--- src/rtl/sseg_scan_decoder.sv ---
// Recovers per-digit segment patterns from a multiplexed 7-segment scan bus.
// Define SSEG_DEC_HEX_EN to add the glyph-to-hex decoder driving hex/hex_ok.
module sseg_scan_decoder #(
    parameter int N_STABLE  = 4,
    parameter int TIMEOUT_W = 20
) (
    input  logic        clk,
    input  logic        rst,
    input  logic [7:0]  an,
    input  logic [7:0]  sseg,
    output logic [55:0] seg_pat,
    output logic [7:0]  dp,
    output logic [31:0] hex,
    output logic [7:0]  hex_ok,
    output logic [7:0]  digit_vld,
    output logic        frame_done,
    output logic        an_err,
    output logic        stale
);
    typedef enum logic [1:0] {WAIT, COUNT, HOLD} state_t;

    localparam logic [7:0]           CNT_TOP   = 8'(N_STABLE);
    localparam logic [TIMEOUT_W-1:0] TIMER_MAX = '1;

    state_t               state_reg, state_next;
    logic [7:0]           cnt_reg, cnt_next;
    logic [15:0]          in_q_reg;
    logic [15:0]          in_next;
    logic                 changed;
    logic                 stable_hit;
    logic [7:0]           an_low;
    logic                 one_hot;
    logic                 cap;
    logic [7:0]           wr_en;
    logic [7:0]           seen_reg, seen_next;
    logic [TIMEOUT_W-1:0] timer_reg, timer_next;
    logic                 timeout;
    logic                 frame_done_reg;
    logic                 an_err_reg;
    logic                 stale_reg;

    // Change is judged on the value about to enter in_q, so the edge that loads
    // a new value also starts its count; this keeps capture N_STABLE edges out.
    assign in_next = {an, sseg};
    assign changed = (in_next != in_q_reg);

    always_ff @(posedge clk) begin
        if (rst) begin
            in_q_reg  <= 16'hFFFF;
            state_reg <= WAIT;
            cnt_reg   <= '0;
        end else begin
            in_q_reg  <= in_next;
            state_reg <= state_next;
            cnt_reg   <= cnt_next;
        end
    end

    always_comb begin
        state_next = state_reg;
        cnt_next   = cnt_reg;
        stable_hit = 1'b0;
        case (state_reg)
            WAIT: begin
                if (an != 8'hFF) begin
                    state_next = COUNT;
                    cnt_next   = 8'd1;
                end
            end
            COUNT, HOLD: begin
                if (changed) begin
                    state_next = (an == 8'hFF) ? WAIT : COUNT;
                    cnt_next   = (an == 8'hFF) ? 8'd0 : 8'd1;
                end else if (state_reg == COUNT) begin
                    cnt_next = cnt_reg + 8'd1;
                    if (cnt_next == CNT_TOP) begin
                        state_next = HOLD;
                        stable_hit = 1'b1;
                    end
                end
            end
            default: begin
                state_next = WAIT;
                cnt_next   = '0;
            end
        endcase
    end

    assign an_low  = ~in_q_reg[15:8];
    assign one_hot = (an_low != 8'h00) && ((an_low & (an_low - 8'd1)) == 8'h00);
    assign cap     = stable_hit && one_hot;
    assign wr_en   = cap ? an_low : 8'h00;

    always_comb begin
        if (cap)
            timer_next = '0;
        else if (timer_reg == TIMER_MAX)
            timer_next = timer_reg;
        else
            timer_next = timer_reg + TIMEOUT_W'(1);
    end

    assign timeout = !cap && (timer_next == TIMER_MAX);

    // A repeat visit to an already-seen digit closes the frame and opens the next.
    always_comb begin
        seen_next = seen_reg;
        if (cap)
            seen_next = ((seen_reg & wr_en) != 8'h00) ? wr_en : (seen_reg | wr_en);
        else if (timeout)
            seen_next = 8'h00;
    end

    always_ff @(posedge clk) begin
        if (rst) begin
            seen_reg       <= '0;
            timer_reg      <= '0;
            frame_done_reg <= 1'b0;
            an_err_reg     <= 1'b0;
            stale_reg      <= 1'b0;
        end else begin
            seen_reg       <= seen_next;
            timer_reg      <= timer_next;
            frame_done_reg <= cap && ((seen_reg & wr_en) != 8'h00);
            an_err_reg     <= stable_hit && !one_hot;
            stale_reg      <= timeout;
        end
    end

    assign frame_done = frame_done_reg;
    assign an_err     = an_err_reg;
    assign stale      = stale_reg;

`ifdef SSEG_DEC_HEX_EN
    // Returns {match, nibble}; unrecognised patterns decode to 0 with no match.
    function automatic logic [4:0] glyph_to_hex(input logic [6:0] p);
        logic [4:0] r;
        case (p)
            7'h3F:   r = 5'h10;
            7'h06:   r = 5'h11;
            7'h5B:   r = 5'h12;
            7'h4F:   r = 5'h13;
            7'h66:   r = 5'h14;
            7'h6D:   r = 5'h15;
            7'h7D:   r = 5'h16;
            7'h07:   r = 5'h17;
            7'h7F:   r = 5'h18;
            7'h6F:   r = 5'h19;
            7'h77:   r = 5'h1A;
            7'h7C:   r = 5'h1B;
            7'h39:   r = 5'h1C;
            7'h5E:   r = 5'h1D;
            7'h79:   r = 5'h1E;
            7'h71:   r = 5'h1F;
            default: r = 5'h00;
        endcase
        return r;
    endfunction

    logic [4:0] dec;
    assign dec = glyph_to_hex(~in_q_reg[6:0]);
`endif

    genvar gi;
    generate
        for (gi = 0; gi < 8; gi++) begin : g_digit
            logic [6:0] pat_reg;
            logic       dp_reg;
            logic       vld_reg;

            always_ff @(posedge clk) begin
                if (rst) begin
                    pat_reg <= '0;
                    dp_reg  <= 1'b0;
                    vld_reg <= 1'b0;
                end else if (wr_en[gi]) begin
                    pat_reg <= ~in_q_reg[6:0];
                    dp_reg  <= ~in_q_reg[7];
                    vld_reg <= 1'b1;
                end else if (timeout) begin
                    vld_reg <= 1'b0;
                end
            end

            assign seg_pat[7*gi+6:7*gi] = pat_reg;
            assign dp[gi]               = dp_reg;
            assign digit_vld[gi]        = vld_reg;

`ifdef SSEG_DEC_HEX_EN
            logic [3:0] hex_reg;
            logic       ok_reg;

            always_ff @(posedge clk) begin
                if (rst) begin
                    hex_reg <= '0;
                    ok_reg  <= 1'b0;
                end else if (wr_en[gi]) begin
                    hex_reg <= dec[3:0];
                    ok_reg  <= dec[4];
                end
            end

            assign hex[4*gi+3:4*gi] = hex_reg;
            assign hex_ok[gi]       = ok_reg;
`else
            assign hex[4*gi+3:4*gi] = 4'h0;
            assign hex_ok[gi]       = 1'b0;
`endif
        end
    endgenerate

endmodule

--- config.mk ---
export PLATFORM = sky130hd
export DESIGN_NAME = sseg_scan_decoder
export DESIGN_NICKNAME = d
export VERILOG_FILES = /design/src/rtl/sseg_scan_decoder.sv
export SDC_FILE = /design/constraint.sdc
export NUM_CORES = 1
export LEC_CHECK = 0
export CORE_MARGIN = 4
export CORE_UTILIZATION = 25
export DETAILED_ROUTE_END_ITERATION = 6
export PLACE_DENSITY_LB_ADDON = 0.12
export SETUP_SLACK_MARGIN = 0.1
export SLEW_MARGIN = 30
export SYNTH_ARGS = -nofsm -noshare
export SYNTH_HDL_FRONTEND = slang
export SYNTH_SLANG_ARGS = --single-unit
--- constraint.sdc ---
create_clock -name clk -period 5.1 [get_ports clk]
set_input_delay 1.02 -clock clk [delete_from_list [all_inputs] [get_ports clk]]
set_output_delay 1.02 -clock clk [all_outputs]
set_load 0.02 [all_outputs]
## Word level (Yosys, flattened, before mapping)

Cells that the tools add are included.

| word-level totals | value |
|---|---|
| flip-flop bits (word level) | 129 |
| output and inout bits | 115 |

| operators by class | value |
|---|---|
| $add $sub $neg | 3 |
| equal/unequal tests | 11 |
| multiplexer cells | 30 |
| bitwise gates (word level) | 6 |
| reductions and logical operators | 23 |

Operators with widths:

| kind | number |
|---|---|
| 2-to-1 mux 8 bit | 7 |
| equality test 20 bit (second input constant) | 2 |
| 2-to-1 mux 20 bit | 2 |
| adder 20 x 1 -> 20 bit (second input constant) | 1 |
| nonzero test 2 bit | 9 |
| bitwise AND 8 bit | 2 |
| != test 16 bit | 1 |
| one-hot mux 8 bit (2 select lines) | 1 |
| nonzero test 8 bit | 2 |
| 2-to-1 mux 1 bit | 15 |
| adder 8 x 1 -> 8 bit (second input constant) | 1 |
| equality test 8 x 3 -> 1 bit (second input constant) | 1 |
| equality test 8 bit (second input constant) | 1 |
| logical NOT 8 bit | 1 |
| 2-to-1 mux 2 bit | 4 |
| != test 8 bit (second input constant) | 1 |
| NOT 8 bit | 1 |
| bitwise OR 8 bit | 1 |
| subtractor 8 x 1 -> 8 bit (second input constant) | 1 |
| NOT 7 bit | 1 |
| != test 3 bit (second input constant) | 2 |
| logical AND 1 bit | 5 |
| one-hot mux 2 bit (2 select lines) | 1 |
| AND reduction 3 bit | 1 |
| other kinds (8) | 9 |

## Depth between registers and ports, before layout

Gate-level depths: netlist (run 1).

| depth | value |
|---|---|
| depth after elaboration | 12 |
| mapped depth | 9 |
| mapped depth without buffers | 9 |

## Worst setup path after synthesis (run 1)

No wires, ideal clock.

| timing | value |
|---|---|
| path kind | input port to flip-flop |
| start | in an[4] |
| end | reg g_digit[0].pat_reg[6] |
| arrival time | 2992 ps |
| required time | 5014 ps |
| slack | 2023 ps |
| stages on the path | 8 |
| path buffers | 1 |
| cells stage by stage | xnor2_1 -> nand4_1 -> nor4_2 -> nand3_1 -> nor3_1 -> clkbuf_1 -> nor2_1 -> a211oi_1 |

| between the ends | value |
|---|---|
| word-level cells in the longest chain between the ends | 5 |

Ends and longest elaborated chain:

| element | RTL line | source |
|---|---|---|
| from (decl) | 9 | `input logic [7:0] an,` |
| != test 16 bit | 45 | `assign changed = (in_next != in_q_reg);` |
| 2-to-1 mux 1 bit | 71 | `if (changed) begin` |
| 2-to-1 mux 1 bit | 63 | `case (state_reg)` |
| logical AND 1 bit | 91 | `assign cap = stable_hit && one_hot;` |
| 2-to-1 mux 8 bit | 92 | `assign wr_en = cap ? an_low : 8'h00;` |
| to (signal assigned) | 177 | `pat_reg <= ~in_q_reg[6:0];` |
| to (decl) | 167 | `logic [6:0] pat_reg;` |

No other way between the ends.
A chain may end at the register's enable or synchronous reset.

## Final worst setup path (run 1)

| timing | value |
|---|---|
| start | in an[4] |
| end | reg timer_reg[5] |

| between the ends | value |
|---|---|
| word-level cells in the longest chain between the ends | 5 |

Ends and longest elaborated chain:

| element | RTL line | source |
|---|---|---|
| != test 16 bit | 45 |  |
| 2-to-1 mux 1 bit | 71 |  |
| 2-to-1 mux 1 bit | 63 |  |
| logical AND 1 bit | 91 |  |
| 2-to-1 mux 20 bit | 95 | `if (cap)` |
| to (signal assigned) | 123 | `timer_reg <= timer_next;` |
| to (decl) | 36 | `logic [TIMEOUT_W-1:0] timer_reg, timer_next;` |

No other way between the ends.

==> results of run 1 <==
cell usage after synthesis (all sizes together) (2+ instances only):
library cell,n
nor4,14
o2111ai,5
a22oi,5
and3,10
o211a,2
and2,4
nor4b,3
a31oi,5
xor2,4
nand2,46
a211oi,44
a21oi,43
nand3,18
a311oi,2
nor3,25
xnor2,19
or3,20
dfxtp,129
o21ai,14
or2,21
o31a,3
nand4,19
buf,60
and4,2
o22ai,8
nand3b,3
nand2b,2
clkbuf,40
nor2,96
ha,6
nor2b,7
or4,8
o31ai,2
inv,18
path summary, 6_finish.rpt:
kind | from | end | slack, ns
min reg2reg | seen_reg[0] | seen_reg[0] | 0.46
max reg2reg | timer_reg[0] | seen_reg[6] | 1.76
min | seen_reg[0] | seen_reg[0] | 0.46
max | an[4] | timer_reg[5] | 1.30
kinds of logic after synthesis:
group	Yosys count	share of synthesized area, %
AOI/OAI and AO/OA	145	16.0
xor gates and xnor gates	23	3.31
adders and majority gates	7	1.40
buffers and inverters	118	10.8
DFF	129	42.4
muxes	2	0.350
other	1	0.0616
and+or+nand+nor	299	25.6
per-stage QoR:
| stage | std cells | area, µm² | utilization [%] | hold slack [ns] | setup slack [ns] |
|---|---|---|---|---|---|
| finish | 1114 | 7600 | 32.1 | 0.457 | 1.30 |
| global route | 1114 | 7600 | 32.1 | 0.474 | 0.964 |
| CTS | 1114 | 7600 | 32.1 | 0.460 | 1.27 |
| detailed placement | 1082 | 7040 | 29.7 | 0.451 | 0.820 |
| global placement | 1081 | 7010 | 29.6 | 0.444 | 0.946 |
| floorplan | 763 | 6230 | - | 0.432 | 2.02 |
where the power goes:
group,leakage [nW],internal [mW],switching [mW],total (mW)
Combinational,1.26,0.0398,0.0744,0.114
Clock,0.260,0.638,0.519,1.16
Sequential,1.04,1.02,0.0275,1.05
placed cells by master (no fill, tap or decap), types with 4 or more instances in the layout:
cell	instances
nor2_1	96
or4_1	7
clkdlybuf4s50_1	91
a211oi_1	44
buf_4	7
inv_6	4
and3_1	9
ha_1	6
or3_1	20
dfxtp_1	129
a21oi_1	43
inv_1	18
a22oi_1	5
conb_1	40
nor2b_1	7
xnor2_1	19
nand3_1	16
or2_2	21
nand4_1	18
nand2_1	45
nor4_1	12
nor3_1	23
xor2_1	4
o22ai_1	8
o21ai_0	14
clkinvlp_4	4
a31oi_1	5
clkbuf_16	17
o2111ai_1	4
worst max-delay path, cell delays in order:
cell             delay (ns)
clkdlybuf4s50_1        0.50
xnor2_1                0.27
nand4_1                0.23
nor4_2                 0.63
o2111ai_1              0.55
nand2_1                0.78
nor2_1                 0.11
per-layer routing:
layer  GRT usage, %  up-vias  part of all wire (%)
li1               -     2594                     -
met1           17.8     2446                    45
met2           22.8      155                    48
met3           3.76       18                   5.9
met4           3.70        0                   1.1
met5              0        -                     0
area by class of cell:
| cell class | count | area [µm²] |
|---|---|---|
| Inverter | 18 | 67.6 |
| Multi-Input combinational cell | 516 | 3000 |
| Timing Repair Buffer | 100 | 996 |
| Clock buffer | 18 | 429 |
| Fill cell | 2551 | 16100 |
| Clock inverter | 14 | 125 |
| Tap cell | 319 | 399 |
| Sequential cell | 129 | 2580 |
==> results.ini, run 1 <==
[critical_path]
criticalPathCategory=in2reg
critPathArrivalTime_ns=4.08
rr_worst_depth=8
critPathLaunchType=input port
required_ns=5.38
cp_max_fo=18
endpoint_kind=flip-flop

[placed_design]
io_buffer_count=92
detailed_place_hpwl_mm=13.6
gp_congestion=0.885

[timing]
skew_ns=0.00781
worstMarginPinSlew_ns=0.768
tns_ns=0
period_minus_slack_ns=3.80
finalSetupViolCount=0
rsz0062_at_grt=false
post-route-period-util_pct=74.6
drv_slew=0
hold_violations=0
fmax_ghz=0.263
max_slew_margin_pct=47.5

[logic_synthesis]
synth_ff_type=dfxtp_1
postSynthCellCount=724
yosysTopAreaCell=dfxtp_1
synthTopCellsByArea=dfxtp_1 (42%), buf_4 (6.9%), nor2_1 (5.9%)
avgSynthCellArea_um2=8.40
synthArstFlopShare_pct=0
ys_warn_count=0
netlist_area_um2=6080
seq_area_frac_synth_pct=42.4
netlist.area_leader.share_pct=42.4
synth_edf_count=0
ys_types=66
ys_ff_latch=129

[drt]
drt_iter0_drc=224
drtAntennaViolNets=0
viasPerCell=4.68
wl_per_cell_um=16.7
wl_mm=18.6
drc=0
firstDrtPassIters=5
vias=5213

[global_routing]
grt_use_total_pct=13.8
grt_max_degree=63
grt_pass1_vias=5007
grt_first_pass_wirelength_mm=29.1
grt_antenna_before_repair=0
grt_overflow=0

[clock_tree]
cts.repair_timing.setup_buffer_count=0
clkTransAtPathRegs_ns=0.06
cts_tree=yes
ctsResizeCount=0
clock_latency_ns=0.43
htreeDepth=4
cts_sinks=129
ctsRootBufferMaster=clkbuf_16
clk_path_buf_depth=2
cts_inserted_buffers=17
hold_buffers=0

[die]
die_area_um2=26900
io_pins=133
die_w_um=164
die_height_um=164
rows=56
initial_utilization_pct=25.7
coreArea_um2=23700

[pwr]
power_density_nw_per_um2=305
p_leak_nw=2.57
ir_drop_v=0.000170
finalPower_mw=2.32

[outcome]
status=finished clean

[final_layout]
finalNetCount=806
diodes=0
drive_above_1_share_pct=9.56
syn_to_final_growth_pct=24.8
largest_reg_flops=56

[worst_hold_path]
min_path_type=reg2reg
hold_path_depth=2

[flow_run]
maxCapViolations=0

Note: power is estimated with default switching activity, not from simulation.
==> run 2: changes to the inputs <==
Clock period 5.1 ns to 3.7 ns, I/O delays scaled along.
==> run 2 against run 1 <==
- setup slack worse by 0.79 ns
- clock-buffer cell count down 1
- die area unchanged
- total power up 43%
==> results.ini, run 2 (same netlist as run 1, synthesis figures left out) <==
[outcome]
status=finished clean

[critical_path]
rrSetupSlack_ns=0.50
timing.rr.end=seen_reg[2]
path_cells=ha_1 > and3_1 > nand2_1 > or4_4 > a221oi_2 > o2111ai_2 > nor4_4 > o22ai_1
crit_buf_inv=0
criticalPathCategory=reg2reg
endpoint_kind=flip-flop
critPathArrivalTime_ns=3.46
max_stage_delay_ns=0.54
required_ns=3.97
rr_startpoint=timer_reg[0]
crit_start=timer_reg[0]
critPathLaunchType=flip-flop
cpLargestDelayFamily=simple AND/OR/NAND/NOR gates
slowest_stage=or4_4
cp_max_fo=8
cp.depth=8
rr_worst_depth=8

[clock_tree]
htreeDepth=4
clock_latency_ns=0.42
cts_inserted_buffers=17
ctsRootBufferMaster=clkbuf_16
cts.repair_timing.setup_buffer_count=0
cts_tree=yes
cts_sinks=129
clk_path_buf_depth=2
hold_buffers=0
ctsResizeCount=0
clkTransAtPathRegs_ns=0.06

[timing]
worstMarginPinSlew_ns=0.822
rsz0062_at_grt=false
max_slew_margin_pct=45.2
skew_ns=0.0105
tns_ns=0
post-route-period-util_pct=86.4
drv_slew=0
fmax_ghz=0.313
finalSetupViolCount=0
hold_violations=0
period_minus_slack_ns=3.20

[pwr]
p_leak_nw=2.66
power_density_nw_per_um2=427
p_int_mw=2.47
power.share.combinational_pct=4.7
clkPwrFrac_pct=51.7
switching_share_pct=25.3
p_switching_mw=0.836
ir_drop_v=0.000236
finalPower_mw=3.31
power_frac_seq_pct=43.6

[global_routing]
grt_overflow=0
grt_max_degree=80
grt_first_pass_wirelength_mm=28.6
grt_pass1_vias=4994
grt_antenna_before_repair=0
grt_use_total_pct=13.7

[drt]
viasPerCell=4.59
drtAntennaViolNets=0
drt_iter0_drc=278
wl_mm=18.3
firstDrtPassIters=5
vias=5182
wl_per_cell_um=16.2
drc=0

[die]
coreArea_um2=23700
io_pins=133
die_height_um=164
rows=56
die_area_um2=26900
die_w_um=164
initial_utilization_pct=25.7

[flow_run]
maxCapViolations=0

[placed_design]
gp_congestion=0.841
io_buffer_count=92
detailed_place_hpwl_mm=13.6

[final_layout]
layout_commonest_cell=dfxtp_1
finalNetCount=820
drive_above_1_share_pct=11.2
final_cell_mix=dfxtp_1 (129), nor2_1 (96), clkdlybuf4s50_1 (91), nand2_1 (45), a211oi_1 (44)
syn_to_final_growth_pct=27.1
diodes=0
largest_reg_flops=56

[worst_hold_path]
min_path_type=reg2reg
hold_path_depth=2
min_from=seen_reg[3]
min_to=seen_reg[3]

run 2: cell types whose count changed in the layout (fill, tap and decap cells not counted):
cell / previous run / this run
inv_8: 3 / 2
buf_4: 7 / 21
clkinv_4: 3 / 1
inv_6: 4 / 6
clkinv_2: 0 / 1
clkinvlp_4: 4 / 3
clkbuf_1: 1 / 0
buf_16: 1 / 0
buf_12: 0 / 1
bufinv_16: 0 / 2
run 2: tightest hold or removal path, stage by stage (launching register included):
cell	delay, ns
dfxtp_1	0.31
nand2_1	0.05
o22ai_1	0.05
run 2: area by class of cell:
cell class / count / area (µm²)
Fill cell: 2525 / 15900
Multi-Input combinational cell: 516 / 3000
Sequential cell: 129 / 2580
Timing Repair Buffer: 114 / 1090
Clock buffer: 17 / 425
Tap cell: 319 / 399
Clock inverter: 15 / 171
Inverter: 18 / 67.6
run 2: layer usage:
metal | up-vias | global-route usage (%) | wire (µm)
met2 | 134 | 22.1 | 8600
met4 | 0 | 4.12 | 286
met5 | - | 0 | 0
li1 | 2614 | - | -
met3 | 13 | 3.84 | 1010
met1 | 2421 | 17.9 | 8360
run 2: power by group through the flow:
stage | logic, mW | clock network [mW] | registers [mW]
floorplan | 0.158 | 0 | 1.44
global placement | 0.155 | 0 | 1.47
detailed placement | 0.155 | 0 | 1.47
finish | 0.156 | 1.71 | 1.44
CTS | 0.156 | 1.75 | 1.44
global route | 0.173 | 1.82 | 1.44
run 2: worst max-delay path by stage:
stage,end
after global routing,seen_reg[1]
final,seen_reg[2]
after global placement,g_digit[0].pat_reg[4]
after floorplan,g_digit[0].pat_reg[6]
after detailed placement,seen_reg[2]
after CTS,seen_reg[2]
run 2: metrics by stage:
| stage | instance area [µm²] | setup WS, ns | hold WS (ns) | utilization (%) | instances |
|---|---|---|---|---|---|
| 2_1_floorplan | 6230 | 0.903 | 0.432 | - | 763 |
| 3_3_place_gp | 7140 | 0.368 | 0.443 | 30.1 | 1096 |
| 3_5_place_dp | 7140 | 0.293 | 0.448 | 30.1 | 1096 |
| 4_1_cts | 7740 | 0.527 | 0.457 | 32.7 | 1128 |
| 5_1_grt | 7740 | 0.276 | 0.482 | 32.7 | 1128 |
| 6_report | 7740 | 0.503 | 0.455 | 32.7 | 1128 |
==> run 3: changes to the inputs <==
Settings changed: CORE_UTILIZATION 25 to 40, SKIP_CTS_REPAIR_TIMING from default to 1.
==> run 3 against run 2 <==
- total power decreased by 0.32%
- critical path type unchanged
- fmax down 1.8%
- largest power group unchanged
- flip-flop and latch count unchanged
- largest cell class unchanged
==> results.ini, run 3 (same netlist as run 1, synthesis figures left out) <==
[outcome]
status=finished clean

[placed_design]
detailed_place_hpwl_mm=11.8
io_buffer_count=92
gp_congestion=0.876

[clock_tree]
cts_sinks=129
clock_latency_ns=0.42
clk_path_buf_depth=2
clkTransAtPathRegs_ns=0.06
cts_inserted_buffers=17
ctsRootBufferMaster=clkbuf_16
cts_tree=yes
htreeDepth=4

[global_routing]
grt_antenna_before_repair=0
grt_max_degree=74
grt_use_total_pct=18.5
grt_first_pass_wirelength_mm=26.0
grt_pass1_vias=4862
grt_overflow=0

[critical_path]
criticalPathCategory=reg2reg
required_ns=3.97
endpoint_kind=flip-flop
cp_max_fo=8
rr_worst_depth=7
critPathCapture=seen_reg[6]
critPathLaunchType=flip-flop
rr_startpoint=timer_reg[13]
timing.rr.end=seen_reg[6]
critPathArrivalTime_ns=3.53
rrSetupSlack_ns=0.44
crit_start=timer_reg[13]

[timing]
period_minus_slack_ns=3.26
worstMarginPinSlew_ns=0.776
post-route-period-util_pct=88.0
skew_ns=0.00725
max_slew_margin_pct=48.2
finalSetupViolCount=0
rsz0062_at_grt=false
fmax_ghz=0.307
drv_slew=0
hold_violations=0
tns_ns=0

[die]
die_w_um=131
initial_utilization_pct=41.4
die_height_um=131
rows=44
die_area_um2=17200
io_pins=133
coreArea_um2=14700

[drt]
vias=5242
viasPerCell=5.31
wl_per_cell_um=16.5
drc=0
firstDrtPassIters=5
drtAntennaViolNets=0
wl_mm=16.3
drt_iter0_drc=324

[pwr]
finalPower_mw=3.30
ir_drop_v=0.000334
power_density_nw_per_um2=438
p_leak_nw=2.64

[final_layout]
diodes=0
finalNetCount=815
largest_reg_flops=56
layout_commonest_cell=dfxtp_1
final_cell_mix=dfxtp_1 (129), nor2_1 (96), clkdlybuf4s50_1 (91), nand2_1 (45), a211oi_1 (44)
drive_above_1_share_pct=10.7
syn_to_final_growth_pct=23.7

[worst_hold_path]
min_path_type=reg2reg
min_from=g_digit[7].pat_reg[0]

[flow_run]
maxCapViolations=0

==> run 3: cell types whose count changed in the layout (fill, tap and decap cells not counted), sizes merged <==
cell	previous run	this run
clkinvlp	3	0
clkinv	2	5
clkbuf	17	18
inv	26	25
buf	23	18
==> run 3: power breakdown <==
part	internal (mW)	switching [mW]
Combinational	0.0532	0.100
Sequential	1.40	0.0354
Clock	1.03	0.671
==> run 3: cell type report <==
| cell class | instances | area (µm²) |
|---|---|---|
| multi-input cells | 516 | 3000 |
| clock inverters | 14 | 168 |
| fillers | 1372 | 7170 |
| clock buffers | 18 | 439 |
| inverters | 18 | 67.6 |
| well taps | 184 | 230 |
| repair buffers | 109 | 1040 |
| flip-flops and latches | 129 | 2580 |
==> run 3: layer usage <==
| layer | track usage [%] | vias up | wire length [µm] |
|---|---|---|---|
| met5 | 0 | - | 0 |
| met4 | 7.64 | 0 | 285 |
| met3 | 4.36 | 26 | 771 |
| met2 | 30.4 | 156 | 7790 |
| met1 | 23.4 | 2457 | 7430 |
| li1 | - | 2603 | - |
==> run 3: how the worst min path moves through the flow <==
stage          slack (ns)  depth (start not counted)                    end
2_1_floorplan        0.43                          2      g_digit[6].dp_reg
3_3_place_gp         0.44                          2  g_digit[7].pat_reg[0]
3_5_place_dp         0.45                          2  g_digit[7].pat_reg[1]
4_1_cts              0.46                          2  g_digit[6].pat_reg[3]
5_1_grt              0.47                          2  g_digit[7].pat_reg[1]
6_report             0.45                          2  g_digit[7].pat_reg[0]
==> run 3: critical path, stage by stage (launching register included) <==
cell	delay, ns
dfxtp_1	0.46
nand3_2	0.22
or4_1	0.67
or4_4	0.47
a221oi_2	0.39
o2111ai_2	0.23
nor4_4	0.50
o22ai_1	0.17
==> run 3: through the flow <==
stage	util, %	std cells	worst slack, ns	cell area [µm²]	hold WS (ns)
after detailed placement	47.1	956	0.210	6920	0.448
final	51.2	988	0.444	7530	0.454
after global placement	47.1	956	0.233	6920	0.441
after global routing	51.2	988	0.282	7530	0.469
after floorplan	-	763	0.903	6230	0.432
after CTS	51.2	988	0.441	7530	0.458
